<file path="src/rtl/ddma_cfg_mc.sv">
// ddma_cfg_mc -- multi-channel, multi-PE configuration and dispatch block for the dDMA engines.
//
// Each PE programs a private shadow descriptor per channel over its peripheral port. A GO
// write queues that shadow set in the channel's descriptor FIFO. A per-channel dispatcher
// launches queued descriptors with a toggle start/resp tag handshake.
//
// Ports
//   i_clk, i_rst           clock, synchronous active-high reset
//   i_peri_*               per-PE request: rden, wren, byte addr, wdata, wstrb (wstrb ignored)
//   o_peri_rdata/ready     per-PE read data and one-cycle acknowledge, one cycle after accept
//   o_tag_start_dDMA       per-channel start tag, toggles on each launch
//   i_tag_resp_dDMA        per-channel resp tag, toggled by the engine to match when done
//   o_addr_RAM, o_len_RAM, o_addr_RAM_AIPE, o_len_RAM_AIPE, o_dir
//                          launched descriptor per channel, held until the next launch
//   o_irq                  per-PE completion pulse
//
// Configuration macro DDMA_CFG_IRQ_EN: when defined, each descriptor records its owning PE
// and completion pulses o_irq[owner]. Otherwise no owner is stored and o_irq is tied 0.
//
// Register map (addr[4:2]), channel = addr[5 +: log2(NUM_CH)]:
//   0 ADDR  1 LEN  2 AADDR  3 ALEN  4 DIR  5 GO  6 STATUS (wr clears ovf)  7 DONECLR
module ddma_cfg_mc #(
   parameter int unsigned NUM_PE     = 3,
   parameter int unsigned NUM_CH     = 2,
   parameter int unsigned DESC_DEPTH = 4
) (
   input  logic                  i_clk,
   input  logic                  i_rst,
   input  logic [NUM_PE-1:0]     i_peri_rden,
   input  logic [NUM_PE-1:0]     i_peri_wren,
   input  logic [NUM_PE*32-1:0]  i_peri_addr,
   input  logic [NUM_PE*32-1:0]  i_peri_wdata,
   input  logic [NUM_PE*4-1:0]   i_peri_wstrb,
   output logic [NUM_PE*32-1:0]  o_peri_rdata,
   output logic [NUM_PE-1:0]     o_peri_ready,
   output logic [NUM_CH-1:0]     o_tag_start_dDMA,
   input  logic [NUM_CH-1:0]     i_tag_resp_dDMA,
   output logic [NUM_CH*32-1:0]  o_addr_RAM,
   output logic [NUM_CH*16-1:0]  o_len_RAM,
   output logic [NUM_CH*32-1:0]  o_addr_RAM_AIPE,
   output logic [NUM_CH*16-1:0]  o_len_RAM_AIPE,
   output logic [NUM_CH-1:0]     o_dir,
   output logic [NUM_PE-1:0]     o_irq
);

   localparam int unsigned CHW = (NUM_CH > 1) ? $clog2(NUM_CH) : 1;
   localparam int unsigned PEW = (NUM_PE > 1) ? $clog2(NUM_PE) : 1;
   localparam int unsigned PW  = $clog2(DESC_DEPTH);
   localparam int unsigned CW  = $clog2(DESC_DEPTH) + 1;

   typedef struct packed {
`ifdef DDMA_CFG_IRQ_EN
      logic [PEW-1:0] owner;
`endif
      logic           dir;
      logic [15:0]    alen;
      logic [31:0]    aaddr;
      logic [15:0]    len;
      logic [31:0]    addr;
   } desc_t;

   // per-PE decode
   logic [CHW-1:0] pe_ch  [NUM_PE];
   logic [2:0]     pe_reg [NUM_PE];
   logic [31:0]    pe_wd  [NUM_PE];

   // shadow registers per (PE, channel)
   logic [31:0] sh_addr_q  [NUM_PE][NUM_CH];
   logic [15:0] sh_len_q   [NUM_PE][NUM_CH];
   logic [31:0] sh_aaddr_q [NUM_PE][NUM_CH];
   logic [15:0] sh_alen_q  [NUM_PE][NUM_CH];
   logic        sh_dir_q   [NUM_PE][NUM_CH];

   // arbitration
   logic [PEW-1:0]    rr_q [NUM_CH];
   logic [PEW-1:0]    rr_d [NUM_CH];
   logic [NUM_PE-1:0] gnt, acc;
   logic              found;
   int unsigned       t;
   logic [PEW-1:0]    idx;

   // per-channel queue and dispatcher
   desc_t           fifo_q [NUM_CH][DESC_DEPTH];
   logic [PW-1:0]   wp_q   [NUM_CH];
   logic [PW-1:0]   rp_q   [NUM_CH];
   logic [CW-1:0]   cnt_q  [NUM_CH];
   desc_t           la_q   [NUM_CH];
   logic [7:0]      done_q [NUM_CH];
   logic [NUM_CH-1:0] tag_q, busy_q, ovf_q;
   logic [NUM_CH-1:0] push_v, push_ok, pop, idle, full, drop, done, ovf_clr, done_clr;
   desc_t           push_d [NUM_CH];
   desc_t           gd;

   logic [31:0]       rdata_q [NUM_PE];
   logic [31:0]       rdata_d [NUM_PE];
   logic [NUM_PE-1:0] ready_q;

   logic unused_ok;
   assign unused_ok = ^{i_peri_wstrb, i_peri_addr};

   always_comb begin
      for (int unsigned p = 0; p < NUM_PE; p++) begin
         pe_ch[p]  = i_peri_addr[p*32+5 +: CHW] & CHW'(NUM_CH - 1);
         pe_reg[p] = i_peri_addr[p*32+2 +: 3];
         pe_wd[p]  = i_peri_wdata[p*32 +: 32];
      end
   end

   // Round-robin per channel: scan PEs starting at the pointer, first writer of this channel wins.
   always_comb begin
      gnt   = '0;
      found = 1'b0;
      t     = 0;
      idx   = '0;
      for (int unsigned c = 0; c < NUM_CH; c++) begin
         rr_d[c] = rr_q[c];
         found   = 1'b0;
         for (int unsigned k = 0; k < NUM_PE; k++) begin
            t = 32'(rr_q[c]) + k;
            if (t >= NUM_PE) t = t - NUM_PE;
            idx = PEW'(t);
            if (!found && i_peri_wren[idx] && (pe_ch[idx] == CHW'(c))) begin
               found    = 1'b1;
               gnt[idx] = 1'b1;
               rr_d[c]  = (t == NUM_PE - 1) ? '0 : PEW'(t + 1);
            end
         end
      end
   end

   assign acc = gnt | (i_peri_rden & ~i_peri_wren);

   // Channel-side effects of granted writes; at most one winner per channel.
   always_comb begin
      push_v   = '0;
      ovf_clr  = '0;
      done_clr = '0;
      gd       = '0;
      for (int unsigned c = 0; c < NUM_CH; c++) push_d[c] = '0;
      for (int unsigned p = 0; p < NUM_PE; p++) begin
         if (gnt[p]) begin
            case (pe_reg[p])
               3'd5: begin
                  gd       = '0;
                  gd.addr  = sh_addr_q[p][pe_ch[p]];
                  gd.len   = sh_len_q[p][pe_ch[p]];
                  gd.aaddr = sh_aaddr_q[p][pe_ch[p]];
                  gd.alen  = sh_alen_q[p][pe_ch[p]];
                  gd.dir   = sh_dir_q[p][pe_ch[p]];
`ifdef DDMA_CFG_IRQ_EN
                  gd.owner = PEW'(p);
`endif
                  push_v[pe_ch[p]] = 1'b1;
                  push_d[pe_ch[p]] = gd;
               end
               3'd6:    ovf_clr[pe_ch[p]]  = 1'b1;
               3'd7:    done_clr[pe_ch[p]] = 1'b1;
               default: ;
            endcase
         end
      end
   end

   // A full FIFO still takes a GO when a pop frees a slot in the same cycle.
   always_comb begin
      for (int unsigned c = 0; c < NUM_CH; c++) begin
         idle[c]    = (tag_q[c] == i_tag_resp_dDMA[c]);
         pop[c]     = idle[c] && (cnt_q[c] != '0);
         full[c]    = (cnt_q[c] == CW'(DESC_DEPTH));
         drop[c]    = push_v[c] && full[c] && !pop[c];
         push_ok[c] = push_v[c] && !drop[c];
         done[c]    = busy_q[c] && idle[c];
      end
   end

   always_comb begin
      for (int unsigned p = 0; p < NUM_PE; p++) begin
         rdata_d[p] = '0;
         if (i_peri_rden[p] && !i_peri_wren[p]) begin
            case (pe_reg[p])
               3'd0: rdata_d[p] = sh_addr_q[p][pe_ch[p]];
               3'd1: rdata_d[p] = {16'b0, sh_len_q[p][pe_ch[p]]};
               3'd2: rdata_d[p] = sh_aaddr_q[p][pe_ch[p]];
               3'd3: rdata_d[p] = {16'b0, sh_alen_q[p][pe_ch[p]]};
               3'd4: rdata_d[p] = {31'b0, sh_dir_q[p][pe_ch[p]]};
               3'd6: rdata_d[p] = {16'b0, done_q[pe_ch[p]], ovf_q[pe_ch[p]], full[pe_ch[p]],
                                   ~idle[pe_ch[p]], 5'(cnt_q[pe_ch[p]])};
               default: rdata_d[p] = '0;
            endcase
         end
      end
   end

   always_ff @(posedge i_clk) begin
      if (i_rst) begin
         ready_q <= '0;
         tag_q   <= '0;
         busy_q  <= '0;
         ovf_q   <= '0;
         for (int unsigned p = 0; p < NUM_PE; p++) begin
            rdata_q[p] <= '0;
            for (int unsigned c = 0; c < NUM_CH; c++) begin
               sh_addr_q[p][c]  <= '0;
               sh_len_q[p][c]   <= '0;
               sh_aaddr_q[p][c] <= '0;
               sh_alen_q[p][c]  <= '0;
               sh_dir_q[p][c]   <= 1'b0;
            end
         end
         for (int unsigned c = 0; c < NUM_CH; c++) begin
            rr_q[c]   <= '0;
            wp_q[c]   <= '0;
            rp_q[c]   <= '0;
            cnt_q[c]  <= '0;
            la_q[c]   <= '0;
            done_q[c] <= '0;
            for (int unsigned d = 0; d < DESC_DEPTH; d++) fifo_q[c][d] <= '0;
         end
      end else begin
         ready_q <= acc;
         for (int unsigned p = 0; p < NUM_PE; p++) begin
            rdata_q[p] <= rdata_d[p];
            if (gnt[p]) begin
               case (pe_reg[p])
                  3'd0:    sh_addr_q[p][pe_ch[p]]  <= {pe_wd[p][31:2], 2'b0};
                  3'd1:    sh_len_q[p][pe_ch[p]]   <= pe_wd[p][15:0];
                  3'd2:    sh_aaddr_q[p][pe_ch[p]] <= {pe_wd[p][31:4], 4'b0};
                  3'd3:    sh_alen_q[p][pe_ch[p]]  <= {pe_wd[p][15:4], 4'b0};
                  3'd4:    sh_dir_q[p][pe_ch[p]]   <= pe_wd[p][0];
                  default: ;
               endcase
            end
         end
         for (int unsigned c = 0; c < NUM_CH; c++) begin
            rr_q[c] <= rr_d[c];
            if (push_ok[c]) begin
               fifo_q[c][wp_q[c]] <= push_d[c];
               wp_q[c]            <= wp_q[c] + 1'b1;
            end
            if (pop[c]) begin
               la_q[c]  <= fifo_q[c][rp_q[c]];
               rp_q[c]  <= rp_q[c] + 1'b1;
               tag_q[c] <= ~tag_q[c];
            end
            cnt_q[c]  <= cnt_q[c] + CW'(push_ok[c]) - CW'(pop[c]);
            busy_q[c] <= ~idle[c];
            if (done_clr[c])  done_q[c] <= '0;
            else if (done[c]) done_q[c] <= done_q[c] + 8'd1;
            if (drop[c])         ovf_q[c] <= 1'b1;
            else if (ovf_clr[c]) ovf_q[c] <= 1'b0;
         end
      end
   end

`ifdef DDMA_CFG_IRQ_EN
   logic [NUM_PE-1:0] irq_q, irq_d;

   always_comb begin
      irq_d = '0;
      for (int unsigned c = 0; c < NUM_CH; c++)
         if (done[c]) irq_d[la_q[c].owner] = 1'b1;
   end

   always_ff @(posedge i_clk) begin
      if (i_rst) irq_q <= '0;
      else       irq_q <= irq_d;
   end

   assign o_irq = irq_q;
`else
   assign o_irq = '0;
`endif

   always_comb begin
      o_peri_rdata = '0;
      for (int unsigned p = 0; p < NUM_PE; p++) o_peri_rdata[p*32 +: 32] = rdata_q[p];
      o_addr_RAM      = '0;
      o_len_RAM       = '0;
      o_addr_RAM_AIPE = '0;
      o_len_RAM_AIPE  = '0;
      o_dir           = '0;
      for (int unsigned c = 0; c < NUM_CH; c++) begin
         o_addr_RAM[c*32 +: 32]      = la_q[c].addr;
         o_len_RAM[c*16 +: 16]       = la_q[c].len;
         o_addr_RAM_AIPE[c*32 +: 32] = la_q[c].aaddr;
         o_len_RAM_AIPE[c*16 +: 16]  = la_q[c].alen;
         o_dir[c]                    = la_q[c].dir;
      end
   end

   assign o_peri_ready     = ready_q;
   assign o_tag_start_dDMA = tag_q;

endmodule

</file>
<file path="config.mk">
export PLATFORM = sky130hd
export DESIGN_NAME = ddma_cfg_mc
export DESIGN_NICKNAME = d
export VERILOG_FILES = /design/src/rtl/ddma_cfg_mc.sv
export SDC_FILE = /design/constraint.sdc
export NUM_CORES = 2
export LEC_CHECK = 0
export ABC_CLOCK_PERIOD_IN_PS = 9250
export BUFFER_PORTS_ARGS = -buffer_cell sky130_fd_sc_hd__buf_2
export CORE_MARGIN = 8
export CORE_UTILIZATION = 45
export CTS_BUF_LIST = sky130_fd_sc_hd__clkbuf_8
export DETAILED_ROUTE_END_ITERATION = 7
export GPL_TIMING_DRIVEN = 0
export PLACE_DENSITY_LB_ADDON = 0.3
export SYNTH_ARGS = -nofsm -noshare
export SYNTH_HDL_FRONTEND = slang
export SYNTH_SLANG_ARGS = --single-unit
</file>
<file path="constraint.sdc">
create_clock -name i_clk -period 9.25 [get_ports i_clk]
set_input_delay 1.85 -clock i_clk [delete_from_list [all_inputs] [get_ports i_clk]]
set_output_delay 1.85 -clock i_clk [all_outputs]
set_load 0.005 [all_outputs]
</file>
# Word level (Yosys, flattened, before mapping)
# Memory sizes are Yosys's and may differ from the RTL's.
# Cells that the tools add are included.
# W data, S select, Z words.
totals:
  regBits: 9
  mem_bits_rw: 1622
  inputBits: 214
  out_inout_bits: 298
  wordCells: 3141
  memories: 13
op_classes:
  n_addsub: 26
  magnitude_cmp: 42
  eq_ne: 31
  mux: 1615
  bitwise: 1353
  n_reduce_logical: 55
mem_list:
  columns: ["memory", "words", "word_bits", "read_ports", "rd_ports_with_merged_regs", "wr", "line_no", "source"]
  rows:
  - ["fifo_q", 2, 388, 2, 0, 2, "83", "desc_t fifo_q [NUM_CH][DESC_DEPTH];"]
  - ["la_q", 2, 97, 2, 0, 2, "87", "desc_t la_q [NUM_CH];"]
  - ["sh_addr_q", 3, 60, 3, 0, 3, "68", "logic [31:0] sh_addr_q [NUM_PE][NUM_CH];"]
  - ["sh_aaddr_q", 3, 56, 3, 0, 3, "70", "logic [31:0] sh_aaddr_q [NUM_PE][NUM_CH];"]
  - ["rdata_q", 3, 32, 3, 0, 3, "94", "logic [31:0] rdata_q [NUM_PE];"]
  - ["sh_len_q", 3, 32, 3, 0, 3, "69", "logic [15:0] sh_len_q [NUM_PE][NUM_CH];"]
  - ["+7 memories", null, null, null, null, null, null, null]
ops:
  columns: ["operator", "count"]
  rows:
  - ["$mux W1", 1437]
  - ["$or A1 B1 Y1", 1315]
  - ["$mux W32", 39]
  - ["$mux W194", 6]
  - ["$mux W97", 11]
  - ["$mux W388", 2]
  - ["$pmux W32 S6", 3]
  - ["$bmux W97 S2", 2]
  - ["$bwmux W194", 2]
  - ["$demux W97 S2", 2]
  - ["$mux W64", 6]
  - ["$mux W16", 21]
  - ["$demux W97 S1", 3]
  - ["$and A194 B194 Y194", 1]
  - ["$eq A32 B2 Y1 const B", 6]
  - ["$demux W32 S1", 3]
  - ["$mux W2", 39]
  - ["$demux W16 S1", 3]
  - ["$eq A3 B3 Y1 const B", 14]
  - ["$logic_and A1 B1 Y1", 37]
  - ["$mux W8", 4]
  - ["$ge A3 B3 Y1 const B", 10]
  - ["$not A2 Y3", 10]
  - ["$bmux W1 S2", 12]
  - ["32 further kinds", 134]

# Logic depth before layout (Yosys ltp)
# An unclocked memory read counts as a cell.
logic_depth:
  word_depth: 39
  depth_mapped: 17
  mapped_depth_nobuf: 14

# Worst setup path after synthesis
# No wires, ideal clock.
synth_path:
  path_kind: "input-to-reg"
  startpoint: "input i_tag_resp_dDMA[1]"
  endpoint: "register ovf_q[1]"
  setup_time_ns: 0.122
  arrival_time_ns: 9.020
  t_required_ns: 9.128
  slack_ns: 0.108
  cell_stages: 4
  path_buffers: 0
  path_cell_list: "xor2_1 o21ai_0 nor3b_1 a31o_2"
synth_via:
  elab_chain_cells: 5
  elab_cells_between_ends: 6
  classes_between: "eq/ne: 1; mux: 1; reduce/logical: 4"
synth_rtl:
  columns: ["item", "line_no", "source"]
  rows:
  - ["start, declared", "37", "input logic [NUM_CH-1:0] i_tag_resp_dDMA,"]
  - ["$eq A1 B1 Y1 (*)", "167", "idle[c] = (tag_q[c] == i_tag_resp_dDMA[c]);"]
  - ["$logic_and A1 B1 Y1 (*)", "168", "pop[c] = idle[c] && (cnt_q[c] != '0);"]
  - ["$logic_not A1 Y1 (*)", "170", "drop[c] = push_v[c] && full[c] && !pop[c];"]
  - ["$logic_and A1 B1 Y1 (*)", "170", null]
  - ["$mux W1 or $reduce_bool A2 Y1 (tied branches)", null, null]
  - ["end signal, assigned", "199", "ovf_q <= '0;"]
  - ["end signal, assigned by index", "249", "if (drop[c]) ovf_q[c] <= 1'b1;"]
  - ["end signal, assigned by index", "250", "else if (ovf_clr[c]) ovf_q[c] <= 1'b0;"]
  - ["end, declared", "89", "logic [NUM_CH-1:0] tag_q, busy_q, ovf_q;"]
# Mark *: on every way between the ends. The rest lies on a longest branch, timed or not.
# A chain may end at the register's enable or synchronous reset.

==> flow_summary.json <==
{
  "wl_per_cell_um": 37.3,
  "wl_met3_mm": 38.3,
  "grt_usage_pct": 36.0,
  "synth_seq_cells": 1531,
  "reg2reg_depth": 15,
  "p_leak_nw": 28.6,
  "path_class": "in2reg",
  "gr-total-overflow": 0,
  "outcome": "complete, but fails checks",
  "period_needed_ns": 7.16,
  "cts_made_buffers": 282,
  "clk_latency_ns": 1.03,
  "antenna_found_initial": 43,
  "crit_path_end_kind": "register",
  "rsz0062_at_grt": "no",
  "vdd_drop_max_mv": 0.121,
  "holdPathStages": 2,
  "cp_data_arrival_time_ns": 7.80,
  "post-route-period-util_pct": 77.4,
  "fmax_ghz": 0.140,
  "dieArea_sq_um": 165000,
  "drive_gt1_share_pct": 18.4,
  "cp-start-kind": "input pin",
  "grt_pass1_wl_mm": 404,
  "boundaryPins": 512,
  "dr.pass1.iters": 6,
  "maxCapViolCount": 4,
  "core_sq_um": 151000,
  "hp-start": "o_tag_start_dDMA[1]$_SDFFE_PP0P_",
  "clock_skew_ns": 0.0637,
  "wl_met2_mm": 129,
  "postCtsHoldBufs": 0,
  "area_growth_pct": 15.4,
  "num_rows": 143,
  "yosysWarnings": 0,
  "drt_iter0_markers": 7992,
  "startpoint": "i_peri_addr[5]",
  "ctsHtreeMaxLevel": 5,
  "route.detailed.drc": 0,
  "initial_core_util_pct": 45.2,
  "fin_util_pct": 52.2,
  "synth.distinct_cells": 83,
  "async_flop_share_pct": 0,
  "grt_max_degree": 56,
  "place_inst": 7692,
  "post_drt_via_cell_ratio": 6.23,
  "cts_root_buf": "clkbuf_8",
  "synth_top_flop_cell": "edfxtp_1",
  "instances_no_fill": 8177,
  "slew_violations": 25,
  "wirelength_mm": 305,
  "synth_edf_count": 1416,
  "synthesis.instances": 5218,
  "place.gp.congestion": 1.09,
  "hold_viol_final": 0,
  "num_vias": 50950,
  "cts_tree": "built",
  "postCtsSetupRepairBufs": 0,
  "ant_nets": 0,
  "nets": 6186,
  "top_layer": "met5",
  "die_h_um": 406,
  "yosysSeqAreaShare_pct": 65.5,
  "clockBufferDepth": 4,
  "ff2ff_setup_slack_ns": 2.31,
  "reg2reg_to": "fifo_q[1][227]$_SDFFCE_PN0P_",
  "crit_required_ns": 9.89,
  "clkSinkCount": 1531,
  "syn_area_sq_um": 68400,
  "violations": "max-capacitance violations, max-slew violations",
  "numPortBuffers": 388,
  "setup_viol": 0,
  "setup_slack_ns": 2.09,
  "reg2reg_from": "rr_q[0][0]$_SDFFE_PP0P_",
  "wl_met1_mm": 115,
  "relSlewSlack_pct": -8.11,
  "fp.dieW_um": 406,
  "hold-path-endpoint": "o_tag_start_dDMA[1]$_SDFFE_PP0P_",
  "place_ws_ns": 1.61,
  "grt_pass1_vias": 48942,
  "post_cts_resize_count": 0,
  "cp_max_fo": 53,
  "p_per_area_nw_per_um2": 234,
  "worst_pin_slew_ns": 1.61,
  "hold_path_class": "reg2reg",
  "syn_avg_cell_area_sq_um": 13.1,
  "clk_pin_slew_worst_paths_ns": 0.06,
  "dpl.hpwl_mm": 236
}
[state kept, by name, indices dropped and copies added, names as in the netlist, 6 cells and up]
register,cells
fifo_q,696
sh_addr_q,180
la_q,174
sh_aaddr_q,168
rdata_q,96
sh_len_q,96
sh_alen_q,72
done_q,16
cnt_q,6
sh_dir_q,6
[worst max path at each step]
stage	endpoint	slack, ns	depth (start not counted)
floorplan	ovf_q[1]$_SDFFE_PP0P_	0.11	4
global placement	ovf_q[1]$_SDFFE_PP0P_	-3.50	5
detailed placement	fifo_q[1][240]$_SDFFCE_PN0P_	1.61	14
CTS	fifo_q[1][248]$_SDFFCE_PN0P_	2.65	14
global route	fifo_q[1][227]$_SDFFCE_PN0P_	2.24	15
finish	fifo_q[1][227]$_SDFFCE_PN0P_	2.09	14
[metrics by stage]
step	power [W]	instance area, sq um	setup TNS [ns]	hold WS [ns]
2_1_floorplan	0.0107	68500	0	0.482
3_3_place_gp	0.0125	73000	-966.89	0.506
3_5_place_dp	0.0125	73900	0	0.516
4_1_cts	0.0184	78900	0	0.525
5_1_grt	0.0189	78900	0	0.556
6_report	0.0185	79000	0	0.530
[layout by cell type, fill, tap and decap left out, drive strengths merged, types with 29 or more instances in the layout]
cell and n:
nor3 262, nor4 77, nand2 257, o22ai 143, clkinv 60, a21oi 126
buf 570, nand3 29, mux4 174, inv 120, and2 555, dfxtp 115
mux2i 103, a21boi 77, a221oi 54, nor2b 202, a21o 73, edfxtp 1416
clkbuf 571, a22oi 34, nor2 745, o22a 38, o21ai 70
[area by class of cell]
| class | count | area (sq um) |
|---|---|---|
| Fill cell | 13229 | 72400 |
| Sequential cell | 1531 | 44800 |
| Multi-Input combinational cell | 3270 | 22000 |
| Clock buffer | 299 | 4120 |
| Timing Repair Buffer | 424 | 2690 |
| Tap cell | 2030 | 2540 |
| Buffer | 418 | 1810 |
| Clock inverter | 169 | 846 |
| Inverter | 21 | 78.8 |
| Antenna cell | 15 | 37.5 |
[where the power goes]
| group | leakage [nW] | internal [W] | switching (W) |
|---|---|---|---|
| registers | 15.6 | 0.00826 | 0.000302 |
| logic | 10.1 | 0.00131 | 0.00255 |
| clock network | 2.90 | 0.00313 | 0.00290 |
| total | 28.6 | 0.0127 | 0.00575 |
[logic make-up after synthesis]
logic type	count (synthesis)	share of synthesized area, %
mux	279	7.28
simple gates	2227	16.5
xor+xnor	22	0.282
fa+ha+maj	25	0.476
flops	1531	65.5
compound gates	694	7.14
buf+inv	439	2.75
other cells	1	0.00548
[critical path, cell delays in order]
cell	delay, ns
buf_2	0.20
or4b_1	0.60
nand3_1	0.18
a21o_1	0.18
or4_1	0.11
buf_2	0.27
nand2_2	0.35
a311oi_1	1.35
buf_2	0.54
nand2_1	0.50
buf_2	0.43
buf_2	0.27
nand2_4	0.46
buf_16	0.32
[cells in the mapped netlist (all sizes together) (21+ instances only)]
master,number,area share (%)
mux4,174,5.7
nor4,77,0.74
nor2,745,4.1
ha,22,0.40
nand2,257,1.4
o21ai,70,0.51
o22ai,143,1.3
o22a,38,0.49
a221oi,54,0.97
a31oi,21,0.19
mux2i,103,1.5
a22oi,34,0.37
buf,146,1.1
inv,21,0.12
nand3,29,0.23
dfxtp,115,3.4
a21boi,77,0.85
a21oi,126,0.92
nor4bb,25,0.37
nor2b,202,1.8
nor3,262,1.9
a21o,73,0.80
and2,555,5.1
clkbuf,272,1.5
edfxtp,1416,62
[per-layer routing]
layer	global-route usage, %	vias up
li1	-	20750
met1	47.8	25583
met2	52.4	3903
met3	11.1	704
met4	21.1	10
met5	0	-
Power figures use the tool's default switching activity.
